--- src/rtl/mod_counter.sv ---
// Modulo up/down counter with wrap, saturate and one-shot modes.
// Terminal count is a registered pulse; an overflow flag holds it until clear or reset.
module mod_counter #(
    parameter int unsigned WIDTH  = 8,
    parameter int unsigned STEP_W = 4
) (
    input  logic              clk,
    input  logic              rst_n,
    input  logic              clear,
    input  logic              load,
    input  logic [WIDTH-1:0]  load_val,
    input  logic [WIDTH-1:0]  limit,
    input  logic [STEP_W-1:0] step,
    input  logic              up_down,
    input  logic              count_en,
    input  logic [1:0]        mode,
    input  logic              start,
    output logic [WIDTH-1:0]  count,
    output logic              tc,
    output logic              ovf_sticky,
    output logic              busy
);

    localparam int unsigned SW = WIDTH + 1;
    localparam int unsigned EW = WIDTH + 2;

    localparam logic [1:0] MODE_SAT = 2'b01;
    localparam logic [1:0] MODE_ONE = 2'b10;

    typedef enum logic [1:0] {
        ST_IDLE = 2'b00,
        ST_RUN  = 2'b01,
        ST_DONE = 2'b10
    } state_e;

    state_e           state_q, state_d;
    logic [WIDTH-1:0] count_q, count_d;
    logic             tc_q, tc_d;
    logic             ovf_q, ovf_d;
    logic             busy_q, busy_d;

    logic [SW-1:0]    lim1_s, step_s, eff_s;
    logic [EW-1:0]    cnt_e, lim_e, s_e, sum_e, diff_e, up_wrap_e, dn_wrap_e;
    logic             oneshot, step_go, out_of_range;
    logic [WIDTH-1:0] step_res;
    logic             step_tc;

    // Wide operands so that count+s and count+limit+1 never truncate
    always_comb begin
        lim1_s       = SW'(limit) + SW'(1);
        step_s       = SW'(step);
        eff_s        = (step_s > lim1_s) ? lim1_s : step_s;
        cnt_e        = EW'(count_q);
        lim_e        = EW'(limit);
        s_e          = EW'(eff_s);
        sum_e        = cnt_e + s_e;
        diff_e       = cnt_e - s_e;
        up_wrap_e    = sum_e - (lim_e + EW'(1));
        dn_wrap_e    = cnt_e + lim_e + EW'(1) - s_e;
        out_of_range = (cnt_e > lim_e);
    end

    // Result of one enabled step for the current mode and direction
    always_comb begin
        step_res = count_q;
        step_tc  = 1'b0;
        if (eff_s == '0) begin
            step_res = count_q;
        end else if (out_of_range) begin
            step_res = up_down ? '0 : limit;
            step_tc  = 1'b1;
        end else if (mode == MODE_ONE) begin
            // one-shot finishes when the rail is reached, not only when passed
            if (up_down) begin
                if (sum_e >= lim_e) begin
                    step_res = limit;
                    step_tc  = 1'b1;
                end else begin
                    step_res = WIDTH'(sum_e);
                end
            end else begin
                if (s_e >= cnt_e) begin
                    step_res = '0;
                    step_tc  = 1'b1;
                end else begin
                    step_res = WIDTH'(diff_e);
                end
            end
        end else if (mode == MODE_SAT) begin
            if (up_down) begin
                if (sum_e > lim_e) begin
                    step_res = limit;
                    step_tc  = 1'b1;
                end else begin
                    step_res = WIDTH'(sum_e);
                end
            end else begin
                if (s_e > cnt_e) begin
                    step_res = '0;
                    step_tc  = 1'b1;
                end else begin
                    step_res = WIDTH'(diff_e);
                end
            end
        end else begin
            if (up_down) begin
                if (sum_e > lim_e) begin
                    step_res = WIDTH'(up_wrap_e);
                    step_tc  = 1'b1;
                end else begin
                    step_res = WIDTH'(sum_e);
                end
            end else begin
                if (cnt_e >= s_e) begin
                    step_res = WIDTH'(diff_e);
                end else begin
                    step_res = WIDTH'(dn_wrap_e);
                    step_tc  = 1'b1;
                end
            end
        end
    end

    // Next state: clear > load > step; load never moves the FSM
    always_comb begin
        state_d = state_q;
        count_d = count_q;
        tc_d    = 1'b0;
        ovf_d   = ovf_q;
        oneshot = (mode == MODE_ONE);
        step_go = count_en && (!oneshot || (state_q == ST_RUN));

        if (clear) begin
            count_d = '0;
            state_d = ST_IDLE;
            ovf_d   = 1'b0;
        end else begin
            if (load) begin
                count_d = (load_val > limit) ? limit : load_val;
            end else if (step_go) begin
                count_d = step_res;
                tc_d    = step_tc;
            end

            if (!oneshot) begin
                state_d = ST_IDLE;
            end else if (!load) begin
                case (state_q)
                    ST_IDLE, ST_DONE: if (start) state_d = ST_RUN;
                    ST_RUN:           if (step_go && step_tc) state_d = ST_DONE;
                    default:          state_d = ST_IDLE;
                endcase
            end

            ovf_d = ovf_q | tc_d;
        end

        busy_d = (state_d == ST_RUN);
    end

    always_ff @(posedge clk or negedge rst_n) begin
        if (!rst_n) begin
            state_q <= ST_IDLE;
            count_q <= '0;
            tc_q    <= 1'b0;
            ovf_q   <= 1'b0;
            busy_q  <= 1'b0;
        end else begin
            state_q <= state_d;
            count_q <= count_d;
            tc_q    <= tc_d;
            ovf_q   <= ovf_d;
            busy_q  <= busy_d;
        end
    end

    assign count      = count_q;
    assign tc         = tc_q;
    assign ovf_sticky = ovf_q;
    assign busy       = busy_q;

endmodule

--- config.mk ---
export PLATFORM = sky130hd
export DESIGN_NAME = mod_counter
export DESIGN_NICKNAME = d
export VERILOG_FILES = /design/src/rtl/mod_counter.sv
export SDC_FILE = /design/constraint.sdc
export NUM_CORES = 1
export LEC_CHECK = 0
export BUFFER_PORTS_ARGS = -buffer_cell sky130_fd_sc_hd__buf_4
export CAP_MARGIN = 25
export CELL_PAD_IN_SITES_DETAIL_PLACEMENT = 2
export CELL_PAD_IN_SITES_GLOBAL_PLACEMENT = 2
export CORE_ASPECT_RATIO = 1.75
export CORE_MARGIN = 1.5
export CORE_UTILIZATION = 36
export DETAILED_ROUTE_END_ITERATION = 8
export HOLD_SLACK_MARGIN = 0.12
export PLACE_DENSITY = 0.95
export SYNTH_ARGS = -nofsm -noshare
export SYNTH_HDL_FRONTEND = slang
export SYNTH_SLANG_ARGS = --single-unit
--- constraint.sdc ---
create_clock -name clk -period 4.3 [get_ports clk]
set_input_delay 0.43 -clock clk [delete_from_list [all_inputs] [get_ports clk]]
set_output_delay 0.43 -clock clk [all_outputs]
set_load 0.02 [all_outputs]
==> flow_metrics.env, run 1 <==
export IMPL_io_pins=40
export IMPL_netlist_area_um2=3580
export IMPL_cts_sinks=13
export IMPL_worst_ep_kind="register input"
export IMPL_synthFlopType="dfrtp_1"
export IMPL_rows=48
export IMPL_yosysSeqAreaShare_pct=9.10
export IMPL_postSynthCellCount=469
export IMPL_worstEndpointGrtRepair="count[3]$_DFFE_PN0P_/D"
export IMPL_error="[ERROR GRT-0232] Routing congestion too high. Check the congestion heatmap in the GUI."
export IMPL_outcome="did not finish"
export IMPL_synth_cell_types=79
export IMPL_grt_max_degree=27
export IMPL_synth_edf_count=0
export IMPL_place_hpwl_um=17700
export IMPL_grt_ovfl_total=136
export IMPL_async_flop_share_pct=100
export IMPL_dp_cells=708
export IMPL_clockBufferDepth=2
export IMPL_synthesis_area_per_instance_um2=7.62
export IMPL_ys_seq_elements=13
export IMPL_yosysWarnings=0
export IMPL_haltStage="global routing (5_1_grt)"
export IMPL_cts_root_buf="clkbuf_16"
export IMPL_die_h_um=135
export IMPL_cts_buffers=3
export IMPL_grt_usage_pct=71.5
export IMPL_pre_cts_slack_ns=-1.45
export IMPL_port_buffer_count=39
export IMPL_die_w_um=78.3
export IMPL_start_util_pct=36.5
export IMPL_gp_congestion=1.02
export IMPL_htreeDepth=1
export IMPL_place_area_um2=4800
-- cell usage after synthesis (9+ instances only) --
library cell | instances | area [um^2]
nand4_1 | 9 | 56.3
ha_1 | 58 | 726
nand2_1 | 31 | 116
clkbuf_1 | 10 | 37.5
a211oi_1 | 10 | 75.1
o21ai_0 | 25 | 125
a21oi_1 | 40 | 200
o211ai_1 | 9 | 67.6
xnor2_1 | 21 | 184
dfrtp_1 | 13 | 325
nor2_1 | 34 | 128
a21o_1 | 13 | 97.6
inv_1 | 38 | 143
nand3_1 | 11 | 55.1
-- kinds of logic after synthesis --
logic type               synth area share [%]
XOR/XNOR                                 6.86
multiplexers                             1.68
adder cells (fa/ha/maj)                  24.5
flip-flops                               9.10
other                                   0.210
AO/OA/AOI/OAI                            32.9
AND/OR/NAND/NOR                          18.1
buffers and inverters                    6.65
-- what timing repair did --
| action | 4_1_cts |
|---|---|
| endpoints found under the hold margin | 13 |
| buffers inserted | 21 |
| gates resized for setup | 43 |
| gates cloned | 1 |
| endpoints found under the setup margin | 13 |
| pin swaps | 32 |
| hold buffers | 1 |
-- layer usage --
layer	GRT usage, %	GRT overflow
met3	39.9	1
met5	2.00	0
met2	98.1	85
met1	66.3	0
met4	89.3	50
-- metrics by stage --
stage / util, % / setup TNS (ns) / hold slack [ns]
3_5_place_dp: 49.1 / -17.34 / 0.294
3_3_place_gp: 49.1 / -10.18 / 0.287
4_1_cts: 54.1 / -8.25 / 0.499
2_1_floorplan: - / -5.29 / 0.134
==> run 2, diff against run 1 <==
==> config.mk (replaced) <==
export PLATFORM = sky130hd
export DESIGN_NAME = mod_counter
export DESIGN_NICKNAME = d
export VERILOG_FILES = /design/src/rtl/mod_counter.sv
export SDC_FILE = /design/constraint.sdc
export NUM_CORES = 1
export LEC_CHECK = 0
export BUFFER_PORTS_ARGS = -buffer_cell sky130_fd_sc_hd__buf_4
export CAP_MARGIN = 25
export CORE_MARGIN = 1.5
export CORE_UTILIZATION = 25
export DETAILED_ROUTE_END_ITERATION = 8
export PLACE_DENSITY_LB_ADDON = 0.15
export SYNTH_ARGS = -nofsm -noshare
export SYNTH_HDL_FRONTEND = slang
export SYNTH_SLANG_ARGS = --single-unit
==> run 2 against run 1 <==
The flow now finishes, with violations (negative setup slack). Synthesized area stayed put. Synthesized cell count stayed put.
==> flow_metrics.env, run 2 <==
export IMPL_setup_viol=13
export IMPL_violations="negative setup slack"
export IMPL_clkTransAtPathRegs_ns=0.05
export IMPL_p_switching_mw=1.15
export IMPL_async_flop_share_pct=100
export IMPL_crit_end="count[3]"
export IMPL_antenna_found_initial=0
export IMPL_worstReg2RegEnd="count[3]"
export IMPL_synthFlopType="dfrtp_1"
export IMPL_synth_area_leaders="ha_1 20%, dfrtp_1 9.1%, a21oi_1 5.6%, xnor2_1 5.1%, inv_1 4.0%"
export IMPL_layout_drive_gt1_share_pct=38.3
export IMPL_port_buffer_count=39
export IMPL_grt_max_degree=27
export IMPL_synth_top_area_share_pct=20.3
export IMPL_cpPeakStageDelay_ns=0.29
export IMPL_p_leak_nw=2.58
export IMPL_hold_class="in -> async"
export IMPL_clk_latency_ns=0.24
export IMPL_highest_layer="met4"
export IMPL_critPathLaunchType="input port"
export IMPL_period_share_pct=114
export IMPL_tritoncts="done"
export IMPL_synth_area_leader_cell="ha_1"
export IMPL_dieArea_um2=15000
export IMPL_wl_met3_um=561
export IMPL_yosysWarnings=0
export IMPL_timing_final_ws_setup_ns=-0.587
export IMPL_wl_met2_um=7220
export IMPL_grt_pass1_wl_um=23500
export IMPL_synthTopCellsByCount="58 x ha_1, 40 x a21oi_1, 38 x inv_1, 34 x nor2_1, 31 x nand2_1"
export IMPL_pwr_share_comb_pct=86.0
export IMPL_clockBufferDepth=2
export IMPL_io_pins=40
export IMPL_swShare_pct=47.3
export IMPL_rsz0062_at_grt="true"
export IMPL_slowest_stage="ha_4"
export IMPL_ys_seq_elements=13
export IMPL_slew_viol_final=0
export IMPL_end_kind="register"
export IMPL_met1_length_um=7410
export IMPL_rows=43
export IMPL_path_class="in -> reg"
export IMPL_outcome="complete, but fails checks"
export IMPL_maxSlewHeadroom_pct=54.0
export IMPL_arrival_ns=5.02
export IMPL_core_um2=13900
export IMPL_htreeDepth=1
export IMPL_start_util_pct=25.7
export IMPL_fmax_mhz=205
export IMPL_cts_buffers=3
export IMPL_largest_reg_flops=8
export IMPL_powerDensity_nw_per_um2=445
export IMPL_worstMarginPinSlew_ns=0.687
export IMPL_ir_drop_uv=180
export IMPL_cts_sinks=13
export IMPL_final_cell_mix="150 x buf_4, 50 x ha_1, 37 x a21oi_1, 36 x inv_1"
export IMPL_vias_per_cell=5.29
export IMPL_final_cell_area_um2=5480
export IMPL_yosysSeqAreaShare_pct=9.10
export IMPL_num_nets_final=717
export IMPL_wl_per_cell_um=19.3
export IMPL_p_int_mw=1.29
export IMPL_required_ns=4.43
export IMPL_drcViolationCount=0
export IMPL_postSynthCellCount=469
export IMPL_place_area_um2=4890
export IMPL_drv_cap=0
export IMPL_pre_cts_slack_ns=-1.12
export IMPL_hold_violations=0
export IMPL_skew_ns=0.00402
export IMPL_synth_cell_types=79
export IMPL_die_w_um=123
export IMPL_hold_buffers=0
export IMPL_drt_wl_total_um=15500
export IMPL_seq_power_share_pct=6.6
export IMPL_layout_commonest_cell="buf_4"
export IMPL_synth_edf_count=0
export IMPL_post_route_min_period_ns=4.89
export IMPL_grt_usage_pct=20.6
export IMPL_whs_ns=0.0293
export IMPL_insertedDiodeCount=0
export IMPL_pwr_share_clk_pct=7.5
export IMPL_drt_antenna_violating_nets=0
export IMPL_rr_startpoint="count[4]"
export IMPL_die_h_um=123
export IMPL_firstDrtPassIters=5
export IMPL_finalPower_mw=2.44
export IMPL_drt_initial_drc_count=239
export IMPL_cts_root_buf="clkbuf_16"
export IMPL_place_hpwl_um=12700
export IMPL_cp_startpoint="limit[1]"
export IMPL_r2r_cells=17
export IMPL_vias=4243
export IMPL_grt_pass1_vias=4107
export IMPL_reg2reg_slack_ns=0.39
export IMPL_area_delta_synth_final_pct=53.4
export IMPL_netlist_area_um2=3580
export IMPL_synthMostInstantiatedCell="ha_1"
export IMPL_gp_congestion=0.910
export IMPL_postLayoutCoreUtil_pct=39.4
export IMPL_grt_ovfl_total=0
export IMPL_synthesis_area_per_instance_um2=7.62
export IMPL_worstPathMaxFanout=7
## run 2: cell counts after synthesis
Identical to the previous run, type by type.
## run 2: power by group through the flow
stage	clock, mW	sequential, mW	combinational (mW)
4_1_cts	0.186	0.160	1.88
5_1_grt	0.190	0.161	2.26
3_5_place_dp	0	0.161	1.71
2_1_floorplan	0	0.186	1.07
3_3_place_gp	0	0.163	1.72
6_report	0.182	0.160	2.10
## run 2: cells by family after synthesis
| logic type | count (synthesis) | synth area share [%] |
|---|---|---|
| AOI/OAI and AO/OA | 169 | 32.9 |
| adders and majority gates | 66 | 24.5 |
| other | 2 | 0.210 |
| xor gates and xnor gates | 28 | 6.86 |
| buffers and inverters | 57 | 6.65 |
| and+or+nand+nor | 128 | 18.1 |
| DFF | 13 | 9.10 |
| muxes | 6 | 1.68 |
## run 2: metrics by stage
step | TNS [ns] | std cells
2_1_floorplan | -5.29 | 475
3_3_place_gp | -10.95 | 767
3_5_place_dp | -11.90 | 767
4_1_cts | -6.27 | 789
5_1_grt | -9.89 | 802
6_report | -6.54 | 802
## run 2: how the worst min path moves through the flow
stage	endpoint	slack, ns	depth (start not counted)
after floorplan	busy	0.13	0
after global placement	busy	0.29	1
after detailed placement	tc	0.30	1
after CTS	tc	0.03	1
after global routing	tc	0.04	1
final	tc	0.03	1
## run 2: per-layer routing
layer  vias up  track usage (%)
met3        20             1.02
met2       123             35.4
met4         0             3.92
li1       2052                -
met1      2048             28.8
met5         -                0
## run 2: area by class of cell
class	count	area, um^2
clock buffer	3	75.1
clock inverter	1	5.00
fill	1435	8450
inverter	40	150
multi-input combinational	405	3450
sequential	13	325
tap	180	225
timing repair buffer	160	1250
## run 2: worst max-delay path: cells and delay by family
family          cells  cell delay (ns)
simple gates        8             0.86
xor+xnor            2             0.38
buf+inv             6             0.79
compound gates      9             1.55
fa+ha+maj           4             1.00
## run 2: what timing repair did
item                       4_1_cts  5_1_grt
pin swaps                       42       39
setup endpoints to repair       13       13
buffers inserted                20       14
hold endpoints to repair         0        0
resized for setup               27       30
Note: power is estimated with default switching activity, not from simulation.
==> run 3, diff against run 2 <==
--- a/config.mk
+++ b/config.mk
@@ -8,9 +8,11 @@
 export BUFFER_PORTS_ARGS = -buffer_cell sky130_fd_sc_hd__buf_4
 export CAP_MARGIN = 25
 export CORE_MARGIN = 1.5
-export CORE_UTILIZATION = 25
+export CORE_UTILIZATION = 55
 export DETAILED_ROUTE_END_ITERATION = 8
+export GPL_TIMING_DRIVEN = 0
 export PLACE_DENSITY_LB_ADDON = 0.15
+export SLEW_MARGIN = 25
 export SYNTH_ARGS = -nofsm -noshare
 export SYNTH_HDL_FRONTEND = slang
 export SYNTH_SLANG_ARGS = --single-unit
==> run 3 against run 2 <==
The run still ends with negative setup slack left. Flip-flop and latch count is the same. Power shrank 9.9%. Fmax shrank 5.5%. Critical path type unchanged. Critical endpoint unchanged. Highest routed layer unchanged.
==> flow_metrics.env, run 3 (synthesized netlist as in run 2, its figures left out) <==
export IMPL_num_nets_final=647
export IMPL_cts_root_buf="clkbuf_8"
export IMPL_arrival_ns=5.32
export IMPL_dieArea_um2=6990
export IMPL_worstReg2RegEnd="count[3]"
export IMPL_grt_busiest_layer="met2"
export IMPL_postLayoutCoreUtil_pct=77.1
export IMPL_finalNonFillerCells=629
export IMPL_drt_wl_total_um=13900
export IMPL_htreeDepth=1
export IMPL_end_kind="register"
export IMPL_grt_max_degree=14
export IMPL_dp_cells=589
export IMPL_cp_startpoint="limit[0]"
export IMPL_met3_usage_pct=6.33
export IMPL_worstMarginPinSlew_ns=0.981
export IMPL_pre_cts_slack_ns=-1.60
export IMPL_insertedDiodeCount=0
export IMPL_drt_antenna_violating_nets=0
export IMPL_area_delta_synth_final_pct=36.2
export IMPL_drcViolationCount=0
export IMPL_clkTransAtPathRegs_ns=0.06
export IMPL_vias_per_cell=6.73
export IMPL_start_util_pct=56.6
export IMPL_hold_class="in -> async"
export IMPL_whs_ns=0.0135
export IMPL_grt_pass1_wl_um=20900
export IMPL_violations="negative setup slack"
export IMPL_die_w_um=83.6
export IMPL_grt_usage_pct=37.9
export IMPL_slew_viol_final=0
export IMPL_place_hpwl_um=10100
export IMPL_clk_latency_ns=0.26
export IMPL_die_h_um=83.6
export IMPL_r2r_cells=17
export IMPL_p_leak_nw=2.22
export IMPL_core_um2=6310
export IMPL_crit_end="count[3]"
export IMPL_rsz0062_at_grt="true"
export IMPL_cts_buffers=3
export IMPL_post_route_min_period_ns=5.17
export IMPL_maxSlewHeadroom_pct=32.9
export IMPL_cts_sinks=13
export IMPL_grt_ovfl_total=0
export IMPL_drt_initial_drc_count=403
export IMPL_io_pins=40
export IMPL_met1_usage_pct=48.6
export IMPL_antenna_found_initial=0
export IMPL_gp_congestion=0.988
export IMPL_powerDensity_nw_per_um2=452
export IMPL_met2_usage_pct=60.9
export IMPL_layout_drive_gt1_share_pct=31.2
export IMPL_path_class="in -> reg"
export IMPL_rows=29
export IMPL_critPathLaunchType="input port"
export IMPL_required_ns=4.44
export IMPL_hold_violations=0
export IMPL_layout_commonest_cell="buf_4"
export IMPL_worstPathMaxFanout=8
export IMPL_ir_drop_uv=562
export IMPL_wl_per_cell_um=22.1
export IMPL_rr_startpoint="count[1]"
export IMPL_tritoncts="done"
export IMPL_largest_reg_flops=8
export IMPL_vias=4231
export IMPL_outcome="complete, but fails checks"
export IMPL_fmax_mhz=193
export IMPL_timing_final_ws_setup_ns=-0.873
export IMPL_firstDrtPassIters=7
export IMPL_clockBufferDepth=2
export IMPL_grt_pass1_vias=4113
export IMPL_reg2reg_slack_ns=0.07
export IMPL_final_cell_mix="70 x buf_4, 50 x ha_1, 35 x a21oi_1, 35 x inv_1, 30 x nor2_1"
export IMPL_port_buffer_count=37
export IMPL_period_share_pct=120
export IMPL_hold_buffers=0
export IMPL_skew_ns=0.00752
export IMPL_setup_viol=13
export IMPL_drv_cap=0
-- run 3: cell type report --
cell class / instances / area [um^2]
multi-input combinational: 406 / 3550
fill: 432 / 1440
timing repair buffer: 75 / 602
sequential: 13 / 325
inverter: 40 / 150
buffer: 14 / 101
tap: 77 / 96.3
clock buffer: 3 / 41.3
clock inverter: 1 / 5.00
-- run 3: worst min-delay path by stage --
stage	end	slack, ns	depth (start not counted)
floorplan	busy	0.13	0
global placement	busy	0.28	1
detailed placement	busy	0.29	1
CTS	count[5]	0.02	1
global route	count[4]	0.02	1
finish	count[4]	0.01	1
-- run 3: worst max-delay path: stages --
cell,delay (ns)
buf_12,0.09
clkbuf_16,0.12
nand3_4,0.07
xnor2_4,0.18
inv_2,0.07
ha_4,0.25
a21oi_2,0.21
o21ai_4,0.11
nand2_4,0.16
nor2_4,0.05
a21o_4,0.20
ha_4,0.27
a21o_1,0.16
a21oi_4,0.08
o31ai_4,0.27
nor2_2,0.09
xnor2_2,0.21
ha_1,0.30
a31o_1,0.28
a211o_4,0.37
nor3_4,0.21
buf_6,0.14
nor3_4,0.06
o211a_1,0.25
a221oi_2,0.28
o41ai_4,0.13
a32o_1,0.26
-- run 3: through the flow --
stage / area, um^2 / TNS [ns] / total power [mW]
after floorplan: 3840 / -5.29 / 1.26
after global placement: 4220 / -15.99 / 1.61
after detailed placement: 4220 / -17.17 / 1.63
after CTS: 4660 / -6.30 / 1.95
after global routing: 4870 / -11.10 / 2.32
final: 4870 / -9.40 / 2.20
-- run 3: what timing repair did --
action	in CTS	in global routing
hold endpoints to repair	0	0
resized for setup	50	25
setup buffers	23	15
endpoints found under the setup margin	13	13
cloned	1	0
pin swaps	41	37
-- run 3: report_power, final --
part           internal [mW]  switching [mW]  total (mW)
Sequential             0.138          0.0509       0.189
Combinational          0.855            1.04        1.90
Clock                 0.0643          0.0515       0.116
Total                   1.06            1.14        2.20
-- run 3: metal layers --
metal,wire length [um],share of wire [%]
met2,6280,45
met3,1420,10
met5,0,0
met4,725,5.2
met1,5500,40
